`src/rtl/tomasulo_pkg.sv`:
```
// Shared types and opcode decode for the Tomasulo issue stage.
package tomasulo_pkg;

  // Storage widths for the shared structs; module parameters must not exceed these.
  localparam int unsigned MAX_FUNC_W = 8;
  localparam int unsigned MAX_REG_W  = 8;
  localparam int unsigned MAX_ROB_IW = 8;

  localparam logic [MAX_FUNC_W-1:0] OP_ADD = 8'h00;
  localparam logic [MAX_FUNC_W-1:0] OP_SUB = 8'h01;
  localparam logic [MAX_FUNC_W-1:0] OP_MUL = 8'h02;
  localparam logic [MAX_FUNC_W-1:0] OP_DIV = 8'h03;

  typedef enum logic [1:0] {FU_ADD, FU_MUL, FU_ILL} fu_class_e;

  typedef struct packed {
    logic [MAX_FUNC_W-1:0] func;
    logic [MAX_REG_W-1:0]  rd;
  } rob_entry_t;

  typedef struct packed {
    logic                  busy;
    logic [MAX_ROB_IW-1:0] tag;
  } rename_entry_t;

  function automatic fu_class_e fu_class(input logic [MAX_FUNC_W-1:0] func);
    case (func)
      OP_ADD, OP_SUB: return FU_ADD;
      OP_MUL, OP_DIV: return FU_MUL;
      default:        return FU_ILL;
    endcase
  endfunction

endpackage

```
`src/rtl/tomasulo_issue_unit_if.sv`:
```
// Issue-stage bus: decoded instruction in, feedback in, issue bundle and status out.
interface tomasulo_issue_unit_if #(
  parameter int unsigned ROB_IW = 3,
  parameter int unsigned REG_W  = 4,
  parameter int unsigned FUNC_W = 4
);
  logic              inst_valid;
  logic              inst_ready;
  logic [REG_W-1:0]  rs1;
  logic [REG_W-1:0]  rs2;
  logic [REG_W-1:0]  rd;
  logic [FUNC_W-1:0] func;
  logic              add_rel;
  logic              mul_rel;
  logic              commit_valid;
  logic              flush;
  logic              iss_valid;
  logic [ROB_IW-1:0] iss_rob_idx;
  logic [FUNC_W-1:0] iss_func;
  logic [REG_W-1:0]  iss_rd;
  logic              iss_rs1_busy;
  logic              iss_rs2_busy;
  logic [ROB_IW-1:0] iss_rs1_tag;
  logic [ROB_IW-1:0] iss_rs2_tag;
  logic [REG_W-1:0]  iss_rs1;
  logic [REG_W-1:0]  iss_rs2;
  logic              illegal_op;
  logic [ROB_IW-1:0] rob_head;
  logic [ROB_IW-1:0] rob_tail;
  logic [ROB_IW:0]   rob_count;
  logic              stall;

  modport master (
    output inst_valid, rs1, rs2, rd, func, add_rel, mul_rel, commit_valid, flush,
    input  inst_ready, iss_valid, iss_rob_idx, iss_func, iss_rd, iss_rs1_busy, iss_rs2_busy,
           iss_rs1_tag, iss_rs2_tag, iss_rs1, iss_rs2, illegal_op, rob_head, rob_tail,
           rob_count, stall
  );

  modport slave (
    input  inst_valid, rs1, rs2, rd, func, add_rel, mul_rel, commit_valid, flush,
    output inst_ready, iss_valid, iss_rob_idx, iss_func, iss_rd, iss_rs1_busy, iss_rs2_busy,
           iss_rs1_tag, iss_rs2_tag, iss_rs1, iss_rs2, illegal_op, rob_head, rob_tail,
           rob_count, stall
  );
endinterface

```
`src/rtl/rename_table.sv`:
```
// Register rename table: two async read ports, one write, tag-matched clear, flush.
module rename_table
  import tomasulo_pkg::*;
#(
  parameter int unsigned NUM_REGS = 16,
  parameter int unsigned ROB_IW   = 3,
  parameter int unsigned REG_W    = $clog2(NUM_REGS)
) (
  input  logic              clk_i,
  input  logic              rst_ni,
  input  logic              flush_i,
  input  logic [REG_W-1:0]  rd1_idx_i,
  output rename_entry_t     rd1_o,
  input  logic [REG_W-1:0]  rd2_idx_i,
  output rename_entry_t     rd2_o,
  input  logic              we_i,
  input  logic [REG_W-1:0]  wr_idx_i,
  input  logic [ROB_IW-1:0] wr_tag_i,
  input  logic              clr_i,
  input  logic [REG_W-1:0]  clr_idx_i,
  input  logic [ROB_IW-1:0] clr_tag_i
);

  logic [NUM_REGS-1:0] busy_q, busy_d;
  logic [ROB_IW-1:0]   tag_q [NUM_REGS];
  logic [ROB_IW-1:0]   tag_d [NUM_REGS];

  // Next state: flush wins; the issue write is applied after the clear so it overrides it.
  always_comb begin
    busy_d = busy_q;
    tag_d  = tag_q;
    if (flush_i) begin
      busy_d = '0;
    end else begin
      // Only clear if no younger instruction has re-renamed this register.
      if (clr_i && (tag_q[clr_idx_i] == clr_tag_i)) busy_d[clr_idx_i] = 1'b0;
      if (we_i) begin
        busy_d[wr_idx_i] = 1'b1;
        tag_d[wr_idx_i]  = wr_tag_i;
      end
    end
  end

  // Read ports see the state before this edge's update.
  always_comb begin
    rd1_o = '{busy: busy_q[rd1_idx_i], tag: MAX_ROB_IW'(tag_q[rd1_idx_i])};
    rd2_o = '{busy: busy_q[rd2_idx_i], tag: MAX_ROB_IW'(tag_q[rd2_idx_i])};
  end

  // State registers.
  always_ff @(posedge clk_i or negedge rst_ni) begin
    if (!rst_ni) begin
      busy_q <= '0;
      for (int i = 0; i < NUM_REGS; i++) tag_q[i] <= '0;
    end else begin
      busy_q <= busy_d;
      tag_q  <= tag_d;
    end
  end

endmodule

```
`src/rtl/tomasulo_issue_unit.sv`:
```
// Tomasulo issue stage: ROB allocation, renaming, RS slot accounting, registered issue bundle.
module tomasulo_issue_unit
  import tomasulo_pkg::*;
#(
  parameter int unsigned ROB_DEPTH = 8,
  parameter int unsigned NUM_REGS  = 16,
  parameter int unsigned FUNC_W    = 4,
  parameter int unsigned ADD_RS    = 2,
  parameter int unsigned MUL_RS    = 2
) (
  input logic                  clk1,
  input logic                  rst_n,
  tomasulo_issue_unit_if.slave bus
);

  localparam int unsigned ROB_IW = $clog2(ROB_DEPTH);
  localparam int unsigned REG_W  = $clog2(NUM_REGS);
  localparam int unsigned ADD_CW = $clog2(ADD_RS + 1);
  localparam int unsigned MUL_CW = $clog2(MUL_RS + 1);
  localparam logic [ROB_IW:0]   ROB_FULL = (ROB_IW + 1)'(ROB_DEPTH);
  localparam logic [ADD_CW-1:0] ADD_MAX  = ADD_CW'(ADD_RS);
  localparam logic [MUL_CW-1:0] MUL_MAX  = MUL_CW'(MUL_RS);

  logic [ROB_IW-1:0] head_q, head_d, tail_q, tail_d;
  logic [ROB_IW:0]   count_q, count_d;
  logic [ADD_CW-1:0] add_cnt_q, add_cnt_d;
  logic [MUL_CW-1:0] mul_cnt_q, mul_cnt_d;
  rob_entry_t        rob_q [ROB_DEPTH];

  fu_class_e         cls;
  logic              inst_ready, full, fire, ill_fire, commit, add_inc, mul_inc;
  rename_entry_t     src1, src2;
  logic [REG_W-1:0]  commit_rd;
  logic              unused_bits;

  logic              iss_valid_q, illegal_q, iss_rs1_busy_q, iss_rs2_busy_q;
  logic [ROB_IW-1:0] iss_rob_idx_q, iss_rs1_tag_q, iss_rs2_tag_q;
  logic [FUNC_W-1:0] iss_func_q;
  logic [REG_W-1:0]  iss_rd_q, iss_rs1_q, iss_rs2_q;

  // Readiness from registered state only; releases and commits this cycle are not bypassed.
  always_comb begin
    cls        = fu_class(MAX_FUNC_W'(bus.func));
    full       = (count_q == ROB_FULL);
    inst_ready = 1'b0;
    if (!bus.flush) begin
      case (cls)
        FU_ADD:  inst_ready = !full && (add_cnt_q < ADD_MAX);
        FU_MUL:  inst_ready = !full && (mul_cnt_q < MUL_MAX);
        default: inst_ready = 1'b1;
      endcase
    end
    fire      = bus.inst_valid && inst_ready && (cls != FU_ILL);
    ill_fire  = bus.inst_valid && inst_ready && (cls == FU_ILL);
    add_inc   = fire && (cls == FU_ADD);
    mul_inc   = fire && (cls == FU_MUL);
    commit    = bus.commit_valid && (count_q != '0) && !bus.flush;
    commit_rd = REG_W'(rob_q[head_q].rd);
  end

  // Pointer and counter next state; flush overrides everything.
  always_comb begin
    head_d    = head_q;
    tail_d    = tail_q;
    count_d   = count_q;
    add_cnt_d = add_cnt_q;
    mul_cnt_d = mul_cnt_q;
    if (bus.flush) begin
      head_d    = '0;
      tail_d    = '0;
      count_d   = '0;
      add_cnt_d = '0;
      mul_cnt_d = '0;
    end else begin
      if (fire)   tail_d = tail_q + 1'b1;
      if (commit) head_d = head_q + 1'b1;
      if (fire && !commit)      count_d = count_q + 1'b1;
      else if (!fire && commit) count_d = count_q - 1'b1;
      if (add_inc && !bus.add_rel) add_cnt_d = add_cnt_q + 1'b1;
      else if (!add_inc && bus.add_rel && (add_cnt_q != '0)) add_cnt_d = add_cnt_q - 1'b1;
      if (mul_inc && !bus.mul_rel) mul_cnt_d = mul_cnt_q + 1'b1;
      else if (!mul_inc && bus.mul_rel && (mul_cnt_q != '0)) mul_cnt_d = mul_cnt_q - 1'b1;
    end
  end

  // Pointer and counter registers.
  always_ff @(posedge clk1 or negedge rst_n) begin
    if (!rst_n) begin
      head_q    <= '0;
      tail_q    <= '0;
      count_q   <= '0;
      add_cnt_q <= '0;
      mul_cnt_q <= '0;
    end else begin
      head_q    <= head_d;
      tail_q    <= tail_d;
      count_q   <= count_d;
      add_cnt_q <= add_cnt_d;
      mul_cnt_q <= mul_cnt_d;
    end
  end

  // ROB payload; entries are only meaningful between head and tail, so no reset.
  always_ff @(posedge clk1) begin
    if (fire) rob_q[tail_q] <= '{func: MAX_FUNC_W'(bus.func), rd: MAX_REG_W'(bus.rd)};
  end

  // Func is stored for the ROB's consumers and the struct fields are wider than used here.
  always_comb begin
    unused_bits = ^{src1, src2};
    for (int i = 0; i < ROB_DEPTH; i++) unused_bits = unused_bits ^ (^rob_q[i]);
  end

  rename_table #(
    .NUM_REGS (NUM_REGS),
    .ROB_IW   (ROB_IW),
    .REG_W    (REG_W)
  ) u_rename (
    .clk_i     (clk1),
    .rst_ni    (rst_n),
    .flush_i   (bus.flush),
    .rd1_idx_i (bus.rs1),
    .rd1_o     (src1),
    .rd2_idx_i (bus.rs2),
    .rd2_o     (src2),
    .we_i      (fire),
    .wr_idx_i  (bus.rd),
    .wr_tag_i  (tail_q),
    .clr_i     (commit),
    .clr_idx_i (commit_rd),
    .clr_tag_i (head_q)
  );

  // Registered issue bundle and illegal-op pulse.
  always_ff @(posedge clk1 or negedge rst_n) begin
    if (!rst_n) begin
      iss_valid_q    <= 1'b0;
      illegal_q      <= 1'b0;
      iss_rob_idx_q  <= '0;
      iss_func_q     <= '0;
      iss_rd_q       <= '0;
      iss_rs1_q      <= '0;
      iss_rs2_q      <= '0;
      iss_rs1_busy_q <= 1'b0;
      iss_rs2_busy_q <= 1'b0;
      iss_rs1_tag_q  <= '0;
      iss_rs2_tag_q  <= '0;
    end else begin
      iss_valid_q <= fire;
      illegal_q   <= ill_fire;
      if (fire) begin
        iss_rob_idx_q  <= tail_q;
        iss_func_q     <= bus.func;
        iss_rd_q       <= bus.rd;
        iss_rs1_q      <= bus.rs1;
        iss_rs2_q      <= bus.rs2;
        iss_rs1_busy_q <= src1.busy;
        iss_rs2_busy_q <= src2.busy;
        iss_rs1_tag_q  <= ROB_IW'(src1.tag);
        iss_rs2_tag_q  <= ROB_IW'(src2.tag);
      end
    end
  end

  assign bus.inst_ready   = inst_ready;
  assign bus.stall        = bus.inst_valid && !inst_ready;
  assign bus.iss_valid    = iss_valid_q;
  assign bus.iss_rob_idx  = iss_rob_idx_q;
  assign bus.iss_func     = iss_func_q;
  assign bus.iss_rd       = iss_rd_q;
  assign bus.iss_rs1      = iss_rs1_q;
  assign bus.iss_rs2      = iss_rs2_q;
  assign bus.iss_rs1_busy = iss_rs1_busy_q;
  assign bus.iss_rs2_busy = iss_rs2_busy_q;
  assign bus.iss_rs1_tag  = iss_rs1_tag_q;
  assign bus.iss_rs2_tag  = iss_rs2_tag_q;
  assign bus.illegal_op   = illegal_q;
  assign bus.rob_head     = head_q;
  assign bus.rob_tail     = tail_q;
  assign bus.rob_count    = count_q;

endmodule

```
`src/flat_wrapper.sv`:
```
// flat-port wrapper written by rule: the top's interface ports become plain ports
module tomasulo_issue_unit_flat import tomasulo_pkg::*;
#(
  parameter int unsigned ROB_DEPTH = 8,
  parameter int unsigned NUM_REGS  = 16,
  parameter int unsigned FUNC_W    = 4,
  parameter int unsigned ADD_RS    = 2,
  parameter int unsigned MUL_RS    = 2
)
  (clk1, rst_n, bus_inst_valid, bus_rs1, bus_rs2, bus_rd, bus_func, bus_add_rel, bus_mul_rel, bus_commit_valid, bus_flush, bus_inst_ready, bus_iss_valid, bus_iss_rob_idx, bus_iss_func, bus_iss_rd, bus_iss_rs1_busy, bus_iss_rs2_busy, bus_iss_rs1_tag, bus_iss_rs2_tag, bus_iss_rs1, bus_iss_rs2, bus_illegal_op, bus_rob_head, bus_rob_tail, bus_rob_count, bus_stall);
  tomasulo_issue_unit_if #(.ROB_IW(3), .REG_W(4), .FUNC_W(FUNC_W)) bus_i ();
  input logic clk1;
  input logic rst_n;
  input wire logic [$bits(bus_i.inst_valid)-1:0] bus_inst_valid;
  input wire logic [$bits(bus_i.rs1)-1:0] bus_rs1;
  input wire logic [$bits(bus_i.rs2)-1:0] bus_rs2;
  input wire logic [$bits(bus_i.rd)-1:0] bus_rd;
  input wire logic [$bits(bus_i.func)-1:0] bus_func;
  input wire logic [$bits(bus_i.add_rel)-1:0] bus_add_rel;
  input wire logic [$bits(bus_i.mul_rel)-1:0] bus_mul_rel;
  input wire logic [$bits(bus_i.commit_valid)-1:0] bus_commit_valid;
  input wire logic [$bits(bus_i.flush)-1:0] bus_flush;
  output wire logic [$bits(bus_i.inst_ready)-1:0] bus_inst_ready;
  output wire logic [$bits(bus_i.iss_valid)-1:0] bus_iss_valid;
  output wire logic [$bits(bus_i.iss_rob_idx)-1:0] bus_iss_rob_idx;
  output wire logic [$bits(bus_i.iss_func)-1:0] bus_iss_func;
  output wire logic [$bits(bus_i.iss_rd)-1:0] bus_iss_rd;
  output wire logic [$bits(bus_i.iss_rs1_busy)-1:0] bus_iss_rs1_busy;
  output wire logic [$bits(bus_i.iss_rs2_busy)-1:0] bus_iss_rs2_busy;
  output wire logic [$bits(bus_i.iss_rs1_tag)-1:0] bus_iss_rs1_tag;
  output wire logic [$bits(bus_i.iss_rs2_tag)-1:0] bus_iss_rs2_tag;
  output wire logic [$bits(bus_i.iss_rs1)-1:0] bus_iss_rs1;
  output wire logic [$bits(bus_i.iss_rs2)-1:0] bus_iss_rs2;
  output wire logic [$bits(bus_i.illegal_op)-1:0] bus_illegal_op;
  output wire logic [$bits(bus_i.rob_head)-1:0] bus_rob_head;
  output wire logic [$bits(bus_i.rob_tail)-1:0] bus_rob_tail;
  output wire logic [$bits(bus_i.rob_count)-1:0] bus_rob_count;
  output wire logic [$bits(bus_i.stall)-1:0] bus_stall;
  assign bus_i.inst_valid = bus_inst_valid;
  assign bus_i.rs1 = bus_rs1;
  assign bus_i.rs2 = bus_rs2;
  assign bus_i.rd = bus_rd;
  assign bus_i.func = bus_func;
  assign bus_i.add_rel = bus_add_rel;
  assign bus_i.mul_rel = bus_mul_rel;
  assign bus_i.commit_valid = bus_commit_valid;
  assign bus_i.flush = bus_flush;
  assign bus_inst_ready = bus_i.inst_ready;
  assign bus_iss_valid = bus_i.iss_valid;
  assign bus_iss_rob_idx = bus_i.iss_rob_idx;
  assign bus_iss_func = bus_i.iss_func;
  assign bus_iss_rd = bus_i.iss_rd;
  assign bus_iss_rs1_busy = bus_i.iss_rs1_busy;
  assign bus_iss_rs2_busy = bus_i.iss_rs2_busy;
  assign bus_iss_rs1_tag = bus_i.iss_rs1_tag;
  assign bus_iss_rs2_tag = bus_i.iss_rs2_tag;
  assign bus_iss_rs1 = bus_i.iss_rs1;
  assign bus_iss_rs2 = bus_i.iss_rs2;
  assign bus_illegal_op = bus_i.illegal_op;
  assign bus_rob_head = bus_i.rob_head;
  assign bus_rob_tail = bus_i.rob_tail;
  assign bus_rob_count = bus_i.rob_count;
  assign bus_stall = bus_i.stall;
  tomasulo_issue_unit #(.ROB_DEPTH(ROB_DEPTH), .NUM_REGS(NUM_REGS), .FUNC_W(FUNC_W), .ADD_RS(ADD_RS), .MUL_RS(MUL_RS)) u_core (.clk1(clk1), .rst_n(rst_n), .bus(bus_i));
endmodule
```
`config.mk`:
```
export PLATFORM = sky130hd
export DESIGN_NAME = tomasulo_issue_unit_flat
export DESIGN_NICKNAME = d
export VERILOG_FILES = /design/src/rtl/tomasulo_pkg.sv /design/src/rtl/tomasulo_issue_unit_if.sv /design/src/rtl/rename_table.sv /design/src/rtl/tomasulo_issue_unit.sv /design/src/flat_wrapper.sv
export SDC_FILE = /design/constraint.sdc
export NUM_CORES = 1
export LEC_CHECK = 0
export ABC_AREA = 1
export CAP_MARGIN = 20
export CORE_MARGIN = 2
export CORE_UTILIZATION = 40
export CTS_CLUSTER_DIAMETER = 50
export DETAILED_ROUTE_END_ITERATION = 12
export PLACE_DENSITY = 0.65
export SYNTH_ARGS = -nofsm -noshare
export SYNTH_HDL_FRONTEND = slang
export SYNTH_SLANG_ARGS = --single-unit
```
`constraint.sdc`:
```
create_clock -name clk1 -period 2.46 [get_ports clk1]
set_input_delay 0.492 -clock clk1 [delete_from_list [all_inputs] [get_ports clk1]]
set_output_delay 0.492 -clock clk1 [all_outputs]
set_load 0.01 [all_outputs]
```
==> Yosys cells after proc, flatten, opt, wreduce, memory -nomap -nowiden <==
Memories as Yosys holds them, arrays and structs flattened.
Index checks and enable logic that the tools add are counted.
{ "totals": {"ramBits": 64, "memories": 1, "output_inout_bits": 41, "regBits": 107, "in_bits": 23} }
{ "classes": {"reduce_logical": 44, "eq_ne": 8, "order_cmp": 13, "n_addsub": 8, "mux": 42, "bitwise": 8} }
{ "mem_list": {"columns": ["name", "depth", "word_bits", "read_ports", "rd_ports_with_merged_regs", "write_ports", "line", "source"], "rows": [
  ["u_core.rob_q", 8, 8, 1, 0, 1, "tomasulo_issue_unit.sv:28", "rob_entry_t rob_q [ROB_DEPTH];"]
]} }
{ "ops": {"columns": ["op", "n"], "rows": [
  ["2-to-1 mux 16 bit", 4],
  ["bitwise mux 48 bit", 1],
  ["binary-select mux 3 bit (select 4 bit)", 3],
  ["2-to-1 mux 3 bit", 11],
  ["logical AND 1 bit", 22],
  [">= comparator 5 bit (second input constant)", 4],
  ["less-than comparator 4 x 5 -> 1 bit (second input constant)", 4],
  ["NOT 4 -> 5 bit", 4],
  ["bitwise AND 16 bit", 1],
  ["NOT 16 bit", 1],
  ["bitwise OR 16 bit", 1],
  ["demux 3 bit (select 4 bit)", 1],
  ["2-to-1 mux 2 bit", 6],
  ["2-to-1 mux 4 bit", 3],
  ["zero test 1 bit", 9],
  ["nonzero test 3 bit", 3],
  ["binary-select mux 1 bit (select 4 bit)", 2],
  ["demux 1 bit (select 4 bit)", 2],
  ["== test 4 x 2 -> 1 bit (second input constant)", 2],
  [">= comparator 4 x 1 -> 1 bit (second input constant)", 2],
  ["nonzero test 2 bit", 4],
  ["2-to-1 mux 1 bit", 7],
  ["adder 3 x 1 -> 3 bit (second input constant)", 2],
  ["less-than comparator 5 x 1 -> 1 bit (second input constant)", 1],
  ["other kinds (19)", 23]
]} }

==> Depth between registers and ports, before layout <==
{ "depth": {"ltp_word": 15, "ltp_mapped": 22, "mapped_depth_nobuf": 18} }

==> Cells and area by module <==
A second synthesis with hierarchy kept.
{ "hier_totals": {"cells_unflattened": 1035, "area_unflattened_um2": 7747.4} }
{ "by_module_without_submodules": {"columns": ["module", "cells_per_inst", "area_each_um2", "instances", "seq_area_each_um2"], "rows": [
  ["rename_table", 703, 4534.3, 1, 1601.5],
  ["tomasulo_issue_unit", 332, 3213.1, 1, 2037.0]
]} }

==> Worst setup path after synthesis <==
No wires, ideal clock.
{ "synth_path": {"kind": "input -> register", "from": "in bus_func[1]", "to": "reg u_core.count_q[3] (netlist: u_core.bus.rob_count[3])", "t_required_ps": 2334, "arrival_ps": 2169, "slack_ps": 165, "cell_stages": 15, "n_path_buf": 0, "cell_sequence": "nand2_1 -> o21ai_0 -> o21ai_0 -> nand2_1 -> nor2_1 -> nand2_1 -> nor2_1 -> inv_1 -> ha_1 -> nand2_1 -> nor2_1 -> a211oi_1 -> inv_1 -> nor2_1 -> o22ai_1"} }
{ "synth_via": {"elab_chain_cells": 11} }
{ "synth_rtl": {"columns": ["element", "line", "source"], "rows": [
  ["start: declaration", "flat_wrapper.sv:18", "input wire logic [$bits(bus_i.func)-1:0] bus_func;"],
  ["== test 4 x 2 -> 1 bit, or another cell as far along", "tomasulo_pkg.sv:27", "case (func)"],
  ["OR reduction 2 bit", "tomasulo_pkg.sv:27", null],
  ["one-hot mux 2 bit (2 select lines) (*)", "tomasulo_pkg.sv:27", null],
  ["== test 2 x 1 -> 1 bit or zero test 2 bit (tied branches)", "tomasulo_issue_unit.sv:47", "case (cls)"],
  ["one-hot mux 1 bit (2 select lines)", "tomasulo_issue_unit.sv:47", null],
  ["2-to-1 mux 1 bit", "tomasulo_issue_unit.sv:46", "if (!bus.flush) begin"],
  ["logical AND 1 bit", "tomasulo_issue_unit.sv:53", "fire = bus.inst_valid && inst_ready && (cls != FU_ILL);"],
  ["logical AND 1 bit (*)", "tomasulo_issue_unit.sv:53", null],
  ["logical AND 1 bit or zero test 1 bit (tied branches)", "tomasulo_issue_unit.sv:77, tomasulo_issue_unit.sv:78", null],
  ["2-to-1 mux 4 bit or logical AND 1 bit (tied branches)", "tomasulo_issue_unit.sv:77, tomasulo_issue_unit.sv:78", null],
  ["2-to-1 mux 4 bit or nonzero test 3 bit (tied branches)", null, null],
  ["end signal: assignment", "tomasulo_issue_unit.sv:97", "count_q <= count_d;"],
  ["end: declaration", "tomasulo_issue_unit.sv:25", "logic [ROB_IW:0] count_q, count_d;"]
]} }
Every way passes the cells marked *; elsewhere a longest branch is shown, timed or not.
A chain may end at the register's enable or synchronous reset.

==> Worst setup path in the final report <==
{ "layout_path": {"from": "reg u_core.head_q[0] (netlist: u_core.bus.rob_head[0])", "to": "reg u_core.u_rename.busy_q[7]"} }
{ "layout_via": {"elab_chain_cells": 12} }
{ "layout_rtl": {"columns": ["element", "line", "source"], "rows": [
  ["start: declaration", "tomasulo_issue_unit.sv:24", "logic [ROB_IW-1:0] head_q, head_d, tail_q, tail_d;"],
  ["start signal: assignment", "tomasulo_issue_unit.sv:89", "head_q <= '0;"],
  ["start signal: assignment", "tomasulo_issue_unit.sv:95", "head_q <= head_d;"],
  ["memory read (8 x 8 bit)", null, null],
  ["less-than comparator 4 x 5 -> 1 bit (implied by the code), or another cell as far along", "rename_table.sv:36", "if (clr_i && (tag_q[clr_idx_i] == clr_tag_i)) busy_d[clr_idx_i] = 1'b0;"],
  ["logical AND 1 bit (implied by the code) or binary-select mux 3 bit (select 4 bit) (tied branches)", "rename_table.sv:36", null],
  ["2-to-1 mux 1 bit (implied by the code) or 2-to-1 mux 3 bit (tied branches)", "rename_table.sv:36", null],
  ["demux 1 bit (select 4 bit) or 2-to-1 mux 3 bit (tied branches)", "rename_table.sv:36", null],
  ["NOT 16 bit (no line) or == test 3 bit (tied branches)", null, null],
  ["bitwise AND 16 bit (no line) or logical AND 1 bit (tied branches)", null, null],
  ["2-to-1 mux 16 bit (*)", "rename_table.sv:36", null],
  ["2-to-1 mux 16 bit (*)", "rename_table.sv:32", "if (flush_i) begin"],
  ["bitwise OR 16 bit (no line)", null, null],
  ["2-to-1 mux 16 bit (*)", "rename_table.sv:37", "if (we_i) begin"],
  ["2-to-1 mux 16 bit (*)", "rename_table.sv:32", null],
  ["via u_core.u_rename.busy_d[7]", "rename_table.sv:24", "logic [NUM_REGS-1:0] busy_q, busy_d;"],
  ["end signal: assignment", "rename_table.sv:56", "busy_q <= busy_d;"],
  ["end: declaration", "rename_table.sv:24", null]
]} }
Mark *: on every way through the listed nets, which the timed path passes. The rest lies on a longest branch. The select of a mux whose other input is x is not followed.

==> flow_summary.yaml <==
run_status:
  status: "complete, but fails checks"
  violations: "negative setup slack"
clocking:
  clockBufferDepth: 2
  cts-root-buf: "clkbuf_16"
  numClockSinks: 139
  tritoncts: "built"
  cts_buffers: 17
  clkTransAtPathRegs_ns: 0.07
  clk-insertion-delay-late_ns: 0.43
  hold_buffers: 0
  htreeDepth: 4
placed_design:
  placed_cell_area_sq_um: 9210
  port_buffers: 63
  gp_congestion: 0.9033
  hpwl_mm: 17.05
drt:
  wire_per_inst_microns: 17.30
  routed_wl_mm: 24.85
  dr.first_iter.drc_count: 972
  drc: 0
  vias: 7716
  vias_per_cell: 5.373
  postRouteAntennaNets: 0
  dr.pass1.iters: 8
timing:
  timing.fmax_mhz: 396.1
  max_slew_margin_pct: 61.39
  clock_skew_ns: 0.008767
  period_minus_slack_ns: 2.525
  fin_ws_ns: -0.06471
  slew_violations: 0
  min_period_over_period_pct: 102.6
  finalSetupViolCount: 16
  finalHoldWorstSlack_ns: 0.06808
  finalHoldViolCount: 0
  tightest_slew_ns: 0.5791
  grt_setup_unrepaired: "true"
setup_path:
  critPathMaxFanout: 8
  crit_type: "register to register"
  r2r-start: "u_core.bus.rob_head[0]"
  critical_path_required_ns: 2.78
  cp.arrival_ns: 2.84
  rrSetupSlack_ns: -0.06
  reg2regPathDepth: 21
  crit_path_start_kind: "register"
  r2r_end: "u_core.u_rename.busy_q[7]"
  end_kind: "register"
die:
  die_area_sq_um: 20560
  rows: 50
  die_h_microns: 143.4
  start_util_pct: 41.13
  core_sq_um: 18890
  die_w_microns: 143.4
  ios: 64
pwr:
  comb_power_share_pct: 41.4
  swShare_pct: 38.16
  power_density_nw_per_um2: 853.0
  power_frac_seq_pct: 30.5
  peakVddDrop_uv: 567.8
  internal_power_w: 0.005400
  pwr-share-clk_pct: 28.2
  leakagePower_nw: 4.571
  switchingPower_w: 0.003332
  power_w: 0.008731
global_route:
  grt_pass1_vias: 7024
  grt_overflow: 0
  antenna_found_initial: 0
  grt_pass1_wl_mm: 37.73
  grt_max_degree: 40
  grt_usage_pct: 24.00
synth:
  synth_area_leaders: "dfrtp_1 34%, nand2_1 15%, edfxtp_1 12%, o21ai_0 8.9%, inv_1 4.3%"
  ys_warn_count: 0
  synth_cell_type_count: 37
  synth_async_sr_flop_share_pct: 76.98
  ys_seq_elements: 139
  synth_top_cell_area_share_pct: 34.46
  synth_seq_area_share_pct: 46.83
  synthesis.area_sq_um: 7770
  avgSynthCellArea_sq_um: 7.610
  synthFlopType: "dfrtp_1"
  synth-edff-count: 32
  synth_cells: 1021
  synth_largest_area_cell: "dfrtp_1"
  syn-num-nets: 1049
cells_and_area:
  final_common_cell: "nand2_1"
  diodes: 0
  nets: 1191
  layout_common_cells: "291 x nand2_1, 137 x o21ai_0, 106 x dfrtp_1"
  layout-drive-gt1-share_pct: 17.86
  fin_area_sq_um: 10240
  area_growth_pct: 31.74
  fillers: 1767
min_path:
  hp-class: "input port to asynchronous set/reset pin"
flow_run:
  cap_violations: 0
flip-flops by register name (all words and copies together) (netlist names), 3 cells and up:
name / cells
u_core.bus.rob_head: 3
u_core.bus.iss_rd: 4
u_core.bus.iss_rs2: 4
u_core.bus.iss_func: 4
u_core.u_rename.busy_q: 16
u_core.bus.iss_rs1: 4
u_core.rob_q: 32
u_core.bus.rob_tail: 3
u_core.bus.iss_rob_idx: 3
u_core.bus.iss_rs2_tag: 3
u_core.bus.iss_rs1_tag: 3
u_core.u_rename.tag_q: 48
u_core.bus.rob_count: 4
kinds of logic (layout without fill, tap and decap cells):
| kind of cell | Yosys count | count (layout) | share of synthesized area (%) |
|---|---|---|---|
| AOI/OAI and AO/OA | 223 | 223 | 15.51 |
| and+or+nand+nor | 506 | 508 | 28.44 |
| adders and majority gates | 5 | 5 | 0.9018 |
| buffers and inverters | 146 | 299 | 8.100 |
| xor gates and xnor gates | 2 | 2 | 0.2255 |
| DFF | 139 | 139 | 46.83 |
worst max-delay path, stage by stage (launching register included):
cell and delay (ns):
dfrtp_2 0.48, buf_6 0.17, nand2_4 0.06, nand3_4 0.06
nand3_4 0.08, buf_12 0.16, buf_12 0.13, nand2_8 0.08
nand2_1 0.05, nand2_1 0.07, nand2_1 0.06, nand2_2 0.10
nand2_2 0.06, nand2_2 0.09, nor2_4 0.05, nand2_1 0.07
nand2_2 0.06, nor2_4 0.21, buf_12 0.18, nand3_2 0.09
nand2_2 0.07, nand2_1 0.05
worst max-delay path by stage:
stage / from / end / slack [ns]
final: u_core.bus.rob_head[0] / u_core.u_rename.busy_q[7] / -0.06
after global routing: u_core.bus.rob_head[0] / u_core.u_rename.busy_q[4] / -0.23
after CTS: u_core.bus.rob_head[0] / u_core.u_rename.busy_q[7] / 0.0008
after detailed placement: bus_func[1] / u_core.bus.rob_count[3] / -0.25
after global placement: bus_func[1] / u_core.bus.rob_count[3] / -0.19
after floorplan: bus_func[1] / u_core.bus.rob_count[3] / 0.16
per-layer routing:
metal | share of wire, % | up-vias | GRT usage [%] | routed length (microns)
li1 | - | 3644 | - | -
met1 | 43 | 3635 | 33.37 | 10680
met2 | 45 | 373 | 37.94 | 11280
met3 | 8.6 | 64 | 4.499 | 2147
met4 | 3.0 | 0 | 7.895 | 740
met5 | 0 | - | 0 | 0
cell usage after synthesis (12+ instances only):
cell type,number
a21oi_1,46
clkbuf_1,30
dfrtp_1,107
edfxtp_1,32
inv_1,88
nand2_1,312
nand3_1,47
nand3_2,13
nand3b_1,20
nor2_1,82
nor3_1,18
o211ai_1,12
o21ai_0,138
layout make-up:
class / instances / area [sq um] / area share [%]
inverter: 96 / 367.9 / 3.594
multi-input combinational: 738 / 3691 / 36.06
clock buffer: 17 / 425.4 / 4.156
tap: 260 / 325.3 / 3.178
clock inverter: 15 / 128.9 / 1.259
timing repair buffer: 170 / 1650 / 16.12
timing repair inverter: 1 / 7.507 / 0.07334
sequential: 139 / 3640 / 35.56
metrics by stage:
step           instances  worst slack (ns)  setup TNS (ns)  util (%)
6_report            1436          -0.06471         -0.7738     54.18
5_1_grt             1436           -0.2313          -3.435     54.18
4_1_cts             1422         0.0007616               0     52.19
3_5_place_dp        1386           -0.2530          -8.134     48.75
3_3_place_gp        1386           -0.1930          -5.865     48.75
2_1_floorplan       1021            0.1648               0         -
power by group through the flow:
| stage | registers [W] | logic, W | clock network, W |
|---|---|---|---|
| floorplan | 0.00273 | 0.00176 | 0 |
| global placement | 0.00269 | 0.00279 | 0 |
| detailed placement | 0.00269 | 0.00282 | 0 |
| CTS | 0.00266 | 0.00297 | 0.00248 |
| global route | 0.00268 | 0.00391 | 0.00257 |
| finish | 0.00266 | 0.00361 | 0.00246 |
repair_timing:
action / in CTS / in global routing
buffers inserted: 2 / 8
setup endpoints to repair: 18 / 19
pin swaps: 0 / 29
resized for setup: 14 / 47
gates cloned: 2 / 6
(Power assumes the default switching activity.)
